**config.mk**
```make
export PLATFORM = sky130hd
export DESIGN_NAME = stack_ctrl
export DESIGN_NICKNAME = d
export VERILOG_FILES = /design/src/rtl/stack_ctrl.sv
export SDC_FILE = /design/constraint.sdc
export NUM_CORES = 1
export LEC_CHECK = 0
export BUFFER_PORTS_ARGS = -buffer_cell sky130_fd_sc_hd__buf_2
export CAP_MARGIN = 20
export CORE_MARGIN = 2
export CORE_UTILIZATION = 49
export DETAILED_ROUTE_END_ITERATION = 12
export GPL_TIMING_DRIVEN = 0
export PLACE_DENSITY = 0.87
export SYNTH_ARGS = -nofsm -noshare
export SYNTH_HDL_FRONTEND = slang
export SYNTH_SLANG_ARGS = --single-unit
```
**constraint.sdc**
```tcl
create_clock -name clock -period 2.8 [get_ports clock]
set_input_delay 0.42 -clock clock [delete_from_list [all_inputs] [get_ports clock]]
set_output_delay 0.42 -clock clock [all_outputs]
set_load 0.02 [all_outputs]
```
**src/rtl/stack_ctrl.sv**
```systemverilog
// stack_ctrl: push/pop controller in front of a single-port synchronous stack RAM.
// Owns the stack pointer, turns push/pop requests into RAM cycles, captures
// popped data and keeps full/empty/overflow/underflow status for the core.
//
// Request semantics: push, pop and flush are level requests sampled only while
// busy is low (state IDLE). At most one is actioned per cycle with priority
// flush > push > pop; lower-priority requests in the same cycle are dropped
// without side effects. While busy is high every request is ignored and nothing
// is queued. A pop completes when dout_valid pulses for one cycle with the word
// on dout.
module stack_ctrl #(
   parameter int WIDTH = 8,
   parameter int SIZE  = 32,
   parameter int AW    = $clog2(SIZE)
) (
   input  logic             clock,
   input  logic             reset_n,
   input  logic             push,
   input  logic             pop,
   input  logic             flush,
   input  logic [WIDTH-1:0] din,
   output logic [WIDTH-1:0] dout,
   output logic             dout_valid,
   output logic             busy,
   output logic             full,
   output logic             empty,
   output logic             overflow,
   output logic             underflow,
   output logic [AW:0]      count,
   output logic [AW-1:0]    mem_address,
   output logic [WIDTH-1:0] mem_data,
   output logic             mem_wren,
   input  logic [WIDTH-1:0] mem_q,
   output logic [1:0]       state_dbg
);

   typedef enum logic [1:0] {
      S_IDLE    = 2'd0,
      S_WRITE   = 2'd1,
      S_READ    = 2'd2,
      S_CAPTURE = 2'd3
   } state_t;

   localparam logic [AW:0] FULL_COUNT = (AW + 1)'(SIZE);

   state_t      state;
   state_t      next_state;
   logic        do_flush;
   logic        do_push;
   logic        do_pop;
   logic [AW:0] count_dec;

   assign full      = (count == FULL_COUNT);
   assign empty     = (count == '0);
   assign busy      = (state != S_IDLE);
   assign state_dbg = state;
   assign count_dec = count - 1'b1;

   // Decode which single request (if any) is actioned this cycle.
   always_comb begin
      do_flush = 1'b0;
      do_push  = 1'b0;
      do_pop   = 1'b0;
      if (state == S_IDLE) begin
         if (flush)     do_flush = 1'b1;
         else if (push) do_push  = 1'b1;
         else if (pop)  do_pop   = 1'b1;
      end
   end

   // State register.
   always_ff @(posedge clock or negedge reset_n) begin
      if (!reset_n) state <= S_IDLE;
      else          state <= next_state;
   end

   // Next-state logic: rejected push/pop (full/empty) stays in IDLE.
   always_comb begin
      next_state = state;
      case (state)
         S_IDLE: begin
            if (do_push && !full)      next_state = S_WRITE;
            else if (do_pop && !empty) next_state = S_READ;
         end
         S_WRITE:   next_state = S_IDLE;
         S_READ:    next_state = S_CAPTURE;
         S_CAPTURE: next_state = S_IDLE;
         default:   next_state = S_IDLE;
      endcase
   end

   // Stack pointer, sticky flags, RAM interface and pop result registers.
   always_ff @(posedge clock or negedge reset_n) begin
      if (!reset_n) begin
         count       <= '0;
         overflow    <= 1'b0;
         underflow   <= 1'b0;
         mem_address <= '0;
         mem_data    <= '0;
         mem_wren    <= 1'b0;
         dout        <= '0;
         dout_valid  <= 1'b0;
      end else begin
         dout_valid <= 1'b0;
         case (state)
            S_IDLE: begin
               if (do_flush) begin
                  count     <= '0;
                  overflow  <= 1'b0;
                  underflow <= 1'b0;
               end else if (do_push) begin
                  if (full) begin
                     overflow <= 1'b1;
                  end else begin
                     mem_address <= count[AW-1:0];
                     mem_data    <= din;
                     mem_wren    <= 1'b1;
                     count       <= count + 1'b1;
                  end
               end else if (do_pop) begin
                  if (empty) begin
                     underflow <= 1'b1;
                  end else begin
                     // Top entry lives at count-1; the RAM registers it next edge.
                     mem_address <= count_dec[AW-1:0];
                     count       <= count_dec;
                  end
               end
            end
            S_WRITE: mem_wren <= 1'b0;
            S_READ: ;
            S_CAPTURE: begin
               dout       <= mem_q;
               dout_valid <= 1'b1;
            end
            default: ;
         endcase
      end
   end

endmodule

```
==> results of run 1 <==
synth_stat cells, types with 2 or more instances:
| cell type | instances |
|---|---|
| a21oi_1 | 7 |
| a22oi_1 | 3 |
| a31oi_1 | 3 |
| buf_6 | 3 |
| dfrtp_1 | 33 |
| ha_1 | 4 |
| inv_1 | 9 |
| mux2_2 | 16 |
| nand2_1 | 11 |
| nand3_1 | 3 |
| nand4_1 | 2 |
| nor2_1 | 8 |
| nor2_2 | 2 |
| nor3_1 | 5 |
| o21ai_0 | 2 |
| o21ai_2 | 2 |
| o22ai_1 | 2 |
| o311ai_1 | 3 |
| xnor2_1 | 3 |
cell type report:
cell class              instances  area (µm²)  area share
repair buffers                 56         280       0.138
clock inverters                 2        37.5      0.0185
well taps                      44        55.1      0.0271
multi-input cells              92         698       0.343
flip-flops and latches         33         826       0.406
inverters                      10        37.5      0.0185
plain buffers                   4        47.5      0.0234
clock buffers                   6        51.3      0.0252
worst max path at each step:
| stage | end | slack, ns | depth (start not counted) |
|---|---|---|---|
| 2_1_floorplan | mem_data[0]$_DFFE_PN0P_ | 0.45 | 6 |
| 3_3_place_gp | count[0]$_DFFE_PN0P_ | 0.55 | 7 |
| 3_5_place_dp | count[0]$_DFFE_PN0P_ | 0.53 | 7 |
| 4_1_cts | full | 0.13 | 5 |
| 5_1_grt | full | 0.11 | 5 |
| 6_report | full | 0.25 | 5 |
routing by layer:
layer	up-vias	GRT usage	routed length, µm
li1	620	-	-
met1	626	0.269	1450
met2	54	0.348	1570
met3	5	0.0861	300
met4	0	0.0559	41
met5	-	0	0
stage by stage:
stage / std cells / power, mW / hold slack, ns / utilization
after floorplan: 139 / 1.75 / 0.124 / -
after global placement: 239 / 2.10 / 0.469 / 0.631
after detailed placement: 239 / 2.14 / 0.474 / 0.631
after CTS: 247 / 2.53 / 0.136 / 0.660
after global routing: 247 / 2.70 / 0.157 / 0.661
final: 247 / 2.51 / 0.116 / 0.661
power groups by stage:
stage                     logic (mW)  registers, mW  clock network (mW)
after floorplan                0.643           1.10                   0
after global placement          1.27          0.828                   0
after detailed placement        1.30          0.841                   0
after CTS                       1.30          0.834               0.395
after global routing            1.42          0.866               0.416
final                           1.29          0.832               0.385
placed cells by master (no fill, tap or decap), drive strengths merged, types with 5 or more instances in the layout:
cell type	n
a21oi	7
buf	59
clkbuf	7
dfrtp	33
inv	9
mux2	17
nand2	12
nor2	10
nor3	5
registers in the layout (all words and copies together) (netlist names):
signal and flops:
underflow 1, count 6, mem_data 8, overflow 1, dout 8, mem_wren 1
mem_address 5, dout_valid 1, state_dbg 2
repair_timing:
| item | CTS | global route |
|---|---|---|
| gates resized for setup | 0 | 1 |
| setup buffers | 0 | 0 |
| hold endpoints to repair | 0 | 0 |
| setup endpoints to repair | 0 | 1 |
logic make-up (layout without fill, tap and decap cells):
| family | after synthesis | in the layout | share of synthesized area |
|---|---|---|---|
| AO/OA/AOI/OAI | 28 | 28 | 0.127 |
| XOR/XNOR | 4 | 4 | 0.0218 |
| adder cells (fa/ha/maj) | 4 | 4 | 0.0312 |
| buffers and inverters | 14 | 78 | 0.0530 |
| flip-flops | 33 | 33 | 0.514 |
| multiplexers | 18 | 18 | 0.128 |
| AND/OR/NAND/NOR | 38 | 38 | 0.125 |
worst register-to-register path, cell delays in order, from the launching register on:
cell and delay, ns:
dfrtp_1 0.43, inv_1 0.20, ha_1 0.24, or4b_4 0.51, o21ai_2 0.33, a211oi_2 0.25
o211ai_1 0.16, o21a_1 0.14
==> flow_metrics.tcl, run 1 <==
set metrics [dict create \
    rsz0062_at_grt "false" \
    power.switching_mw 1.09 \
    setup_slack_ns 0.253 \
    crit_path_top_delay_cell "or4b_4" \
    fillers 280 \
    critPathKind "flip-flop to output pin" \
    p_leak_nw 0.990 \
    ys_seq_elements 33 \
    slew_violations 0 \
    crit_buf_inv 2 \
    synth_ff_type "dfrtp_1" \
    cts_root_buf "clkbuf_4" \
    grt_max_degree 34 \
    nNetsFinal 227 \
    slew_headroom 0.528 \
    slowest_delay_ns 0.51 \
    clk_latency_ns 0.34 \
    postCtsHoldBufs 0 \
    fin_crit_ns 2.55 \
    crit_chain "inv_1 > ha_1 > or4b_4 > nor2_2 > buf_2" \
    antenna_found_initial 0 \
    powerDensity_nw_per_um2 1230 \
    ys_seq_area_frac 0.514 \
    synth.distinct_cells 37 \
    grt_first_pass_wirelength_um 5800 \
    cts_buffer_depth 2 \
    dp_slack_ns 0.530 \
    switching_share 0.434 \
    die_w_um 61.3 \
    finalHoldViolCount 0 \
    fin_setup_tns_ns 0 \
    die_h_um 61.3 \
    endpoint_kind "output pin" \
    yosys-top-cells-area "dfrtp_1 51%, mux2_2 11%, ha_1 3.1%" \
    ant_nets 0 \
    cp_top_family "simple AND/OR/NAND/NOR gates" \
    syn_inst 139 \
    yosysTopAreaCell "dfrtp_1" \
    rr_startpoint "count[0]$_DFFE_PN0P_" \
    viasPerCell 5.28 \
    seq_power_share 0.332 \
    diodes 0 \
    clock_skew_ns 0.00518 \
    cts_sinks 33 \
    synth.avg_cell_area_um2 11.6 \
    status "complete, no violations" \
    areaGrowthSynthToFinish_pct 26.6 \
    synth_top_area_frac 0.514 \
    drt_iter0_drc 45 \
    setup_viol 0 \
    clk_pin_slew_ns 0.11 \
    cts_tree "built" \
    yosys_warnings 0 \
    final_area_um2 2030 \
    vias 1305 \
    crit_fanout 6 \
    tightestPinTransition_ns 0.708 \
    h-tree-depth 2 \
    portBuffers 56 \
    start_util 0.522 \
    cap_violations 0 \
    gp_congestion 0.861 \
    grtUsageTotal 0.215 \
    grt_pass1_vias 1275 \
    ir_worst_vdd_v 0.000750 \
    critPathLaunchType "flip-flop" \
    r2r-end "mem_address[1]$_DFFE_PN0P_" \
    core_region_area_um2 3080 \
    dieArea_um2 3750 \
    placed_area_um2 1940 \
    min_path_type "input pin to async pin" \
    drc_errors 0 \
    r2r_slack_ns 0.49 \
    required_ns 2.38 \
    grt_remaining_overflow 0 \
    async_reset_ff_frac 1.00 \
    fmax_mhz 393 \
    wl_um 3360 \
    worstRegToRegCells 7 \
    post_drt_wl_per_cell_um 13.6 \
    fin_crit_sh 0.910 \
    synth_edf_count 0 \
    place_hpwl_um 2500 \
    crit_path_start "count[0]$_DFFE_PN0P_" \
    internal-power_mw 1.42 \
    rows 20 \
    pwr-share-comb 0.515 \
    syn_nets 164 \
    drive_above_1_share 0.483 \
    io_pins 57 \
    dr.pass1.iters 4 \
    numCtsBuffers 5 \
    crit_arrival_ns 2.13 \
    clkPwrFrac 0.153 \
    syn_area_um2 1610 \
]
No activity file was read; power rests on OpenSTA's default activity.
==> run 2, diff against run 1 <==
--- a/config.mk
+++ b/config.mk
@@ -12,6 +12,7 @@
 export DETAILED_ROUTE_END_ITERATION = 12
 export GPL_TIMING_DRIVEN = 0
 export PLACE_DENSITY = 0.87
+export RECOVER_POWER = 50
 export SYNTH_ARGS = -nofsm -noshare
 export SYNTH_HDL_FRONTEND = slang
 export SYNTH_SLANG_ARGS = --single-unit
==> flow_metrics.tcl, run 2 (same netlist as run 1, synthesis figures left out) <==
set metrics [dict create \
    ir_worst_vdd_v 0.000753 \
    drive_above_1_share 0.433 \
    rr_startpoint "count[0]$_DFFE_PN0P_" \
    cts_root_buf "clkbuf_4" \
    cp.depth 5 \
    rsz0062_at_grt "false" \
    setup_slack_ns 0.261 \
    status "complete, but fails checks" \
    dp_slack_ns 0.530 \
    power.switching_mw 1.09 \
    start_util 0.522 \
    clock_skew_ns 0.00525 \
    internal-power_mw 1.41 \
    top_regs "dout x8, mem_data x8, count x6" \
    gp_congestion 0.861 \
    final_common_cell "buf_2" \
    finalHoldViolCount 0 \
    cp_top_family "simple AND/OR/NAND/NOR gates" \
    core_region_area_um2 3080 \
    clkPwrFrac 0.155 \
    rows 20 \
    drc_errors 0 \
    seq_power_share 0.334 \
    required_ns 2.38 \
    crit_fanout 6 \
    critPathCapture "full" \
    cts_sinks 33 \
    viasPerCell 5.27 \
    clk_latency_ns 0.34 \
    clk_pin_slew_ns 0.11 \
    crit_chain "inv_1 > ha_1 > or4b_4 > nor2_2 > buf_2" \
    crit_buf_inv 2 \
    slew_violations 34 \
    grtUsageTotal 0.215 \
    post_drt_wl_per_cell_um 13.7 \
    io_pins 57 \
    nNetsFinal 227 \
    slew_headroom -0.140 \
    switching_share 0.437 \
    dr.pass1.iters 4 \
    place_hpwl_um 2500 \
    crit_arrival_ns 2.12 \
    powerDensity_nw_per_um2 1240 \
    cap_violations 1 \
    violations "capacitance limit, slew limit" \
    grt_remaining_overflow 0 \
    min-delay-start "din[7]" \
    wl_um 3380 \
    grt_first_pass_wirelength_um 5800 \
    setup_viol 0 \
    numCtsBuffers 5 \
    slowest_delay_ns 0.51 \
    areaGrowthSynthToFinish_pct 25.8 \
    pwr-share-comb 0.511 \
    cts_buffer_depth 2 \
    die_h_um 61.3 \
    grt_pass1_vias 1275 \
    worstRegToRegCells 7 \
    portBuffers 56 \
    post_cts_buffers 0 \
    dieArea_um2 3750 \
    fin_crit_ns 2.54 \
    ant_nets 0 \
    die_w_um 61.3 \
    h-tree-depth 2 \
    crit_path_top_delay_cell "or4b_4" \
    r2r-end "mem_address[1]$_DFFE_PN0P_" \
    fin_crit_sh 0.907 \
    critPathLaunchType "flip-flop" \
    r2r_slack_ns 0.49 \
    vias 1302 \
    diodes 0 \
    min_path_type "input pin to flip-flop" \
    postCtsHoldBufs 0 \
    critPathKind "flip-flop to output pin" \
    fillers 288 \
    antenna_found_initial 0 \
    crit_path_start "count[0]$_DFFE_PN0P_" \
    fmax_mhz 394 \
    fin_setup_tns_ns 0 \
    endpoint_kind "output pin" \
    cts_tree "built" \
    grt_max_degree 34 \
    tightestPinTransition_ns 1.71 \
    p_leak_nw 0.959 \
    final_cell_mix "46 x buf_2, 33 x dfrtp_1, 16 x mux2_2" \
    drt_iter0_drc 45 \
]
## run 2: cell types whose count changed in the layout (fill, tap and decap cells not counted), sizes merged
cell,previous run,this run
clkbuf,7,17
buf,59,49
## run 2: layer usage
metal,track usage,vias to the layer above,part of all wire
met3,0.0861,5,0.089
li1,-,620,-
met5,0,-,0
met1,0.269,619,0.43
met4,0.0559,0,0.012
met2,0.348,58,0.47
## run 2: area by class of cell
class                   instances  area [µm²]  area share
plain buffers                   4        47.5      0.0235
clock buffers                   6        51.3      0.0254
clock inverters                 2        37.5      0.0186
inverters                      10        37.5      0.0186
multi-input cells              92         698       0.346
flip-flops and latches         33         826       0.409
well taps                      44        55.1      0.0272
repair buffers                 56         268       0.133
## run 2: worst min-delay path by stage
| stage | end | slack [ns] | depth (start not counted) |
|---|---|---|---|
| final | mem_data[7]$_DFFE_PN0P_ | 0.30 | 2 |
| after global routing | dout[7]$_DFFE_PN0P_ | 0.28 | 2 |
| after CTS | mem_address[4]$_DFFE_PN0P_ | 0.14 | 1 |
| after detailed placement | mem_address[1]$_DFFE_PN0P_ | 0.47 | 1 |
| after global placement | mem_address[1]$_DFFE_PN0P_ | 0.47 | 1 |
| after floorplan | count[0]$_DFFE_PN0P_ | 0.12 | 0 |
## run 2: what timing repair did
| action | in CTS | in global routing |
|---|---|---|
| gates resized for setup | 0 | 1 |
| setup endpoints to repair | 0 | 1 |
| endpoints found under the hold margin | 0 | 0 |
## run 2: per-stage QoR
step            util  std cells  power, mW  hold WS, ns  cell area, µm²
3_5_place_dp   0.631        239       2.14        0.474            1940
6_report       0.657        247       2.50        0.300            2020
4_1_cts        0.660        247       2.53        0.136            2030
2_1_floorplan      -        139       1.75        0.124            1610
5_1_grt        0.657        247       2.69        0.282            2020
3_3_place_gp   0.631        239       2.10        0.469            1940
## run 2: power by group through the flow
stage / logic (mW) / registers [mW] / clock network, mW
2_1_floorplan: 0.643 / 1.10 / 0
3_3_place_gp: 1.27 / 0.828 / 0
3_5_place_dp: 1.30 / 0.841 / 0
4_1_cts: 1.30 / 0.834 / 0.395
5_1_grt: 1.41 / 0.868 / 0.416
6_report: 1.28 / 0.834 / 0.386
==> run 3, diff against run 2 <==
--- a/config.mk
+++ b/config.mk
@@ -13,6 +13,7 @@
 export GPL_TIMING_DRIVEN = 0
 export PLACE_DENSITY = 0.87
 export RECOVER_POWER = 50
+export REMOVE_ABC_BUFFERS = 1
 export SYNTH_ARGS = -nofsm -noshare
 export SYNTH_HDL_FRONTEND = slang
 export SYNTH_SLANG_ARGS = --single-unit
==> flow_metrics.tcl, run 3 (same netlist as run 1, synthesis figures left out) <==
set metrics [dict create \
    numCtsBuffers 5 \
    crit_fanout 6 \
    holdPathStages 2 \
    drt_iter0_drc 32 \
    dieArea_um2 3750 \
    fin_crit_ns 2.65 \
    setup_viol 0 \
    fmax_mhz 377 \
    final_area_um2 1940 \
    ir_worst_vdd_v 0.000649 \
    finalHoldViolCount 0 \
    die_w_um 61.3 \
    slew_headroom -0.147 \
    critPathKind "flip-flop to output pin" \
    crit_path_top_delay_cell "or4b_4" \
    grtUsageTotal 0.189 \
    powerDensity_nw_per_um2 1210 \
    core_region_area_um2 3080 \
    cts_sinks 33 \
    ant_nets 0 \
    cts_buffer_depth 2 \
    rsz0062_at_grt "false" \
    top_regs "dout x8, mem_data x8, count x6" \
    h-tree-depth 2 \
    r2r-end "count[0]$_DFFE_PN0P_" \
    worstRegToRegCells 7 \
    fin_setup_tns_ns 0 \
    dr.pass1.iters 4 \
    r2r_slack_ns 0.47 \
    fillers 278 \
    status "complete, but fails checks" \
    fin_crit_sh 0.946 \
    vias 1252 \
    clock_skew_ns 0.00877 \
    grt_max_degree 34 \
    grt_pass1_vias 1164 \
    final_cell_mix "41 x buf_2, 33 x dfrtp_1, 16 x mux2_2" \
    gp_congestion 0.862 \
    post_drt_wl_per_cell_um 13.2 \
    p_leak_nw 0.902 \
    cap_violations 1 \
    nNetsFinal 223 \
    wl_um 3210 \
    grt_first_pass_wirelength_um 5260 \
    rr_startpoint "count[0]$_DFFE_PN0P_" \
    grt_remaining_overflow 0 \
    viasPerCell 5.15 \
    endpoint_kind "output pin" \
    crit_buf_inv 2 \
    diodes 0 \
    min-delay-start "din[4]" \
    portBuffers 56 \
    clk_pin_slew_ns 0.11 \
    crit_chain "inv_1 > ha_1 > or4b_4 > nor2_1 > buf_2" \
    start_util 0.522 \
    postCtsHoldBufs 0 \
    clk_latency_ns 0.33 \
    min_to "mem_data[4]$_DFFE_PN0P_" \
    cts_root_buf "clkbuf_4" \
    crit_arrival_ns 2.23 \
    tightestPinTransition_ns 1.72 \
    areaGrowthSynthToFinish_pct 20.5 \
    antenna_found_initial 0 \
    drc_errors 0 \
    io_pins 57 \
    violations "capacitance limit, slew limit" \
    cts_resized 0 \
    final_common_cell "buf_2" \
    slowest_delay_ns 0.51 \
    rows 20 \
    place_hpwl_um 2400 \
    cts_tree "built" \
    drive_above_1_share 0.392 \
    placed_area_um2 1890 \
    required_ns 2.38 \
    cp_top_family "simple AND/OR/NAND/NOR gates" \
    min_path_type "input pin to flip-flop" \
    post_cts_buffers 0 \
    slew_violations 34 \
    die_h_um 61.3 \
    final_util 0.629 \
    critPathLaunchType "flip-flop" \
]
-- run 3: cell count changes in the layout (fill, tap and decap cells not counted), moves of 2 or more --
cell and delta:
buf_6 -3, clkbuf_1 +5, clkinvlp_4 +2, buf_2 -5
clkbuf_8 -2
-- run 3: cell type report --
cell class | instances | area [µm²] | share of cell area
well taps | 44 | 55.1 | 0.0284
flip-flops and latches | 33 | 826 | 0.427
clock inverters | 3 | 22.5 | 0.0116
multi-input cells | 92 | 696 | 0.359
repair buffers | 56 | 262 | 0.135
inverters | 10 | 37.5 | 0.0194
clock buffers | 5 | 37.5 | 0.0194
-- run 3: per-layer routing --
metal,global-route usage,share of wire,vias up
met5,0,0,-
met4,0.0373,0.0047,0
met3,0.0504,0.043,2
met2,0.305,0.51,37
met1,0.258,0.44,599
li1,-,-,614
-- run 3: worst max path at each step --
| stage | start | to | slack [ns] | cells after the start |
|---|---|---|---|---|
| after global placement | flush | mem_data[2]$_DFFE_PN0P_ | 0.49 | 4 |
| after CTS | count[0]$_DFFE_PN0P_ | full | 0.16 | 5 |
| after floorplan | count[0]$_DFFE_PN0P_ | mem_data[0]$_DFFE_PN0P_ | 0.45 | 6 |
| final | count[0]$_DFFE_PN0P_ | full | 0.15 | 5 |
| after detailed placement | flush | count[3]$_DFFE_PN0P_ | 0.48 | 7 |
| after global routing | count[0]$_DFFE_PN0P_ | full | 0.01 | 5 |
-- run 3: worst reg2reg max path: stages, from the launching register on --
cell and delay [ns]:
dfrtp_1 0.44, inv_1 0.20, ha_1 0.24, or4b_4 0.51, o21ai_2 0.34, nand2_2 0.12, mux2_4 0.32, o22ai_2 0.10
-- run 3: metrics by stage --
step                      hold slack (ns)  setup WS, ns  power [mW]  instances
final                               0.313         0.151        2.34        243
after global routing                0.294        0.0100        2.53        243
after CTS                           0.148         0.156        2.39        243
after detailed placement            0.490         0.479        2.11        235
after global placement              0.481         0.485        2.07        235
after floorplan                     0.124         0.449        1.72        135
-- run 3: power by group --
part	switching, mW	internal (mW)	total, mW	leakage (nW)
Clock	0.171	0.0970	0.268	0.0234
Sequential	0.154	0.693	0.847	0.401
Combinational	0.758	0.464	1.22	0.478
Total	1.08	1.25	2.34	0.902
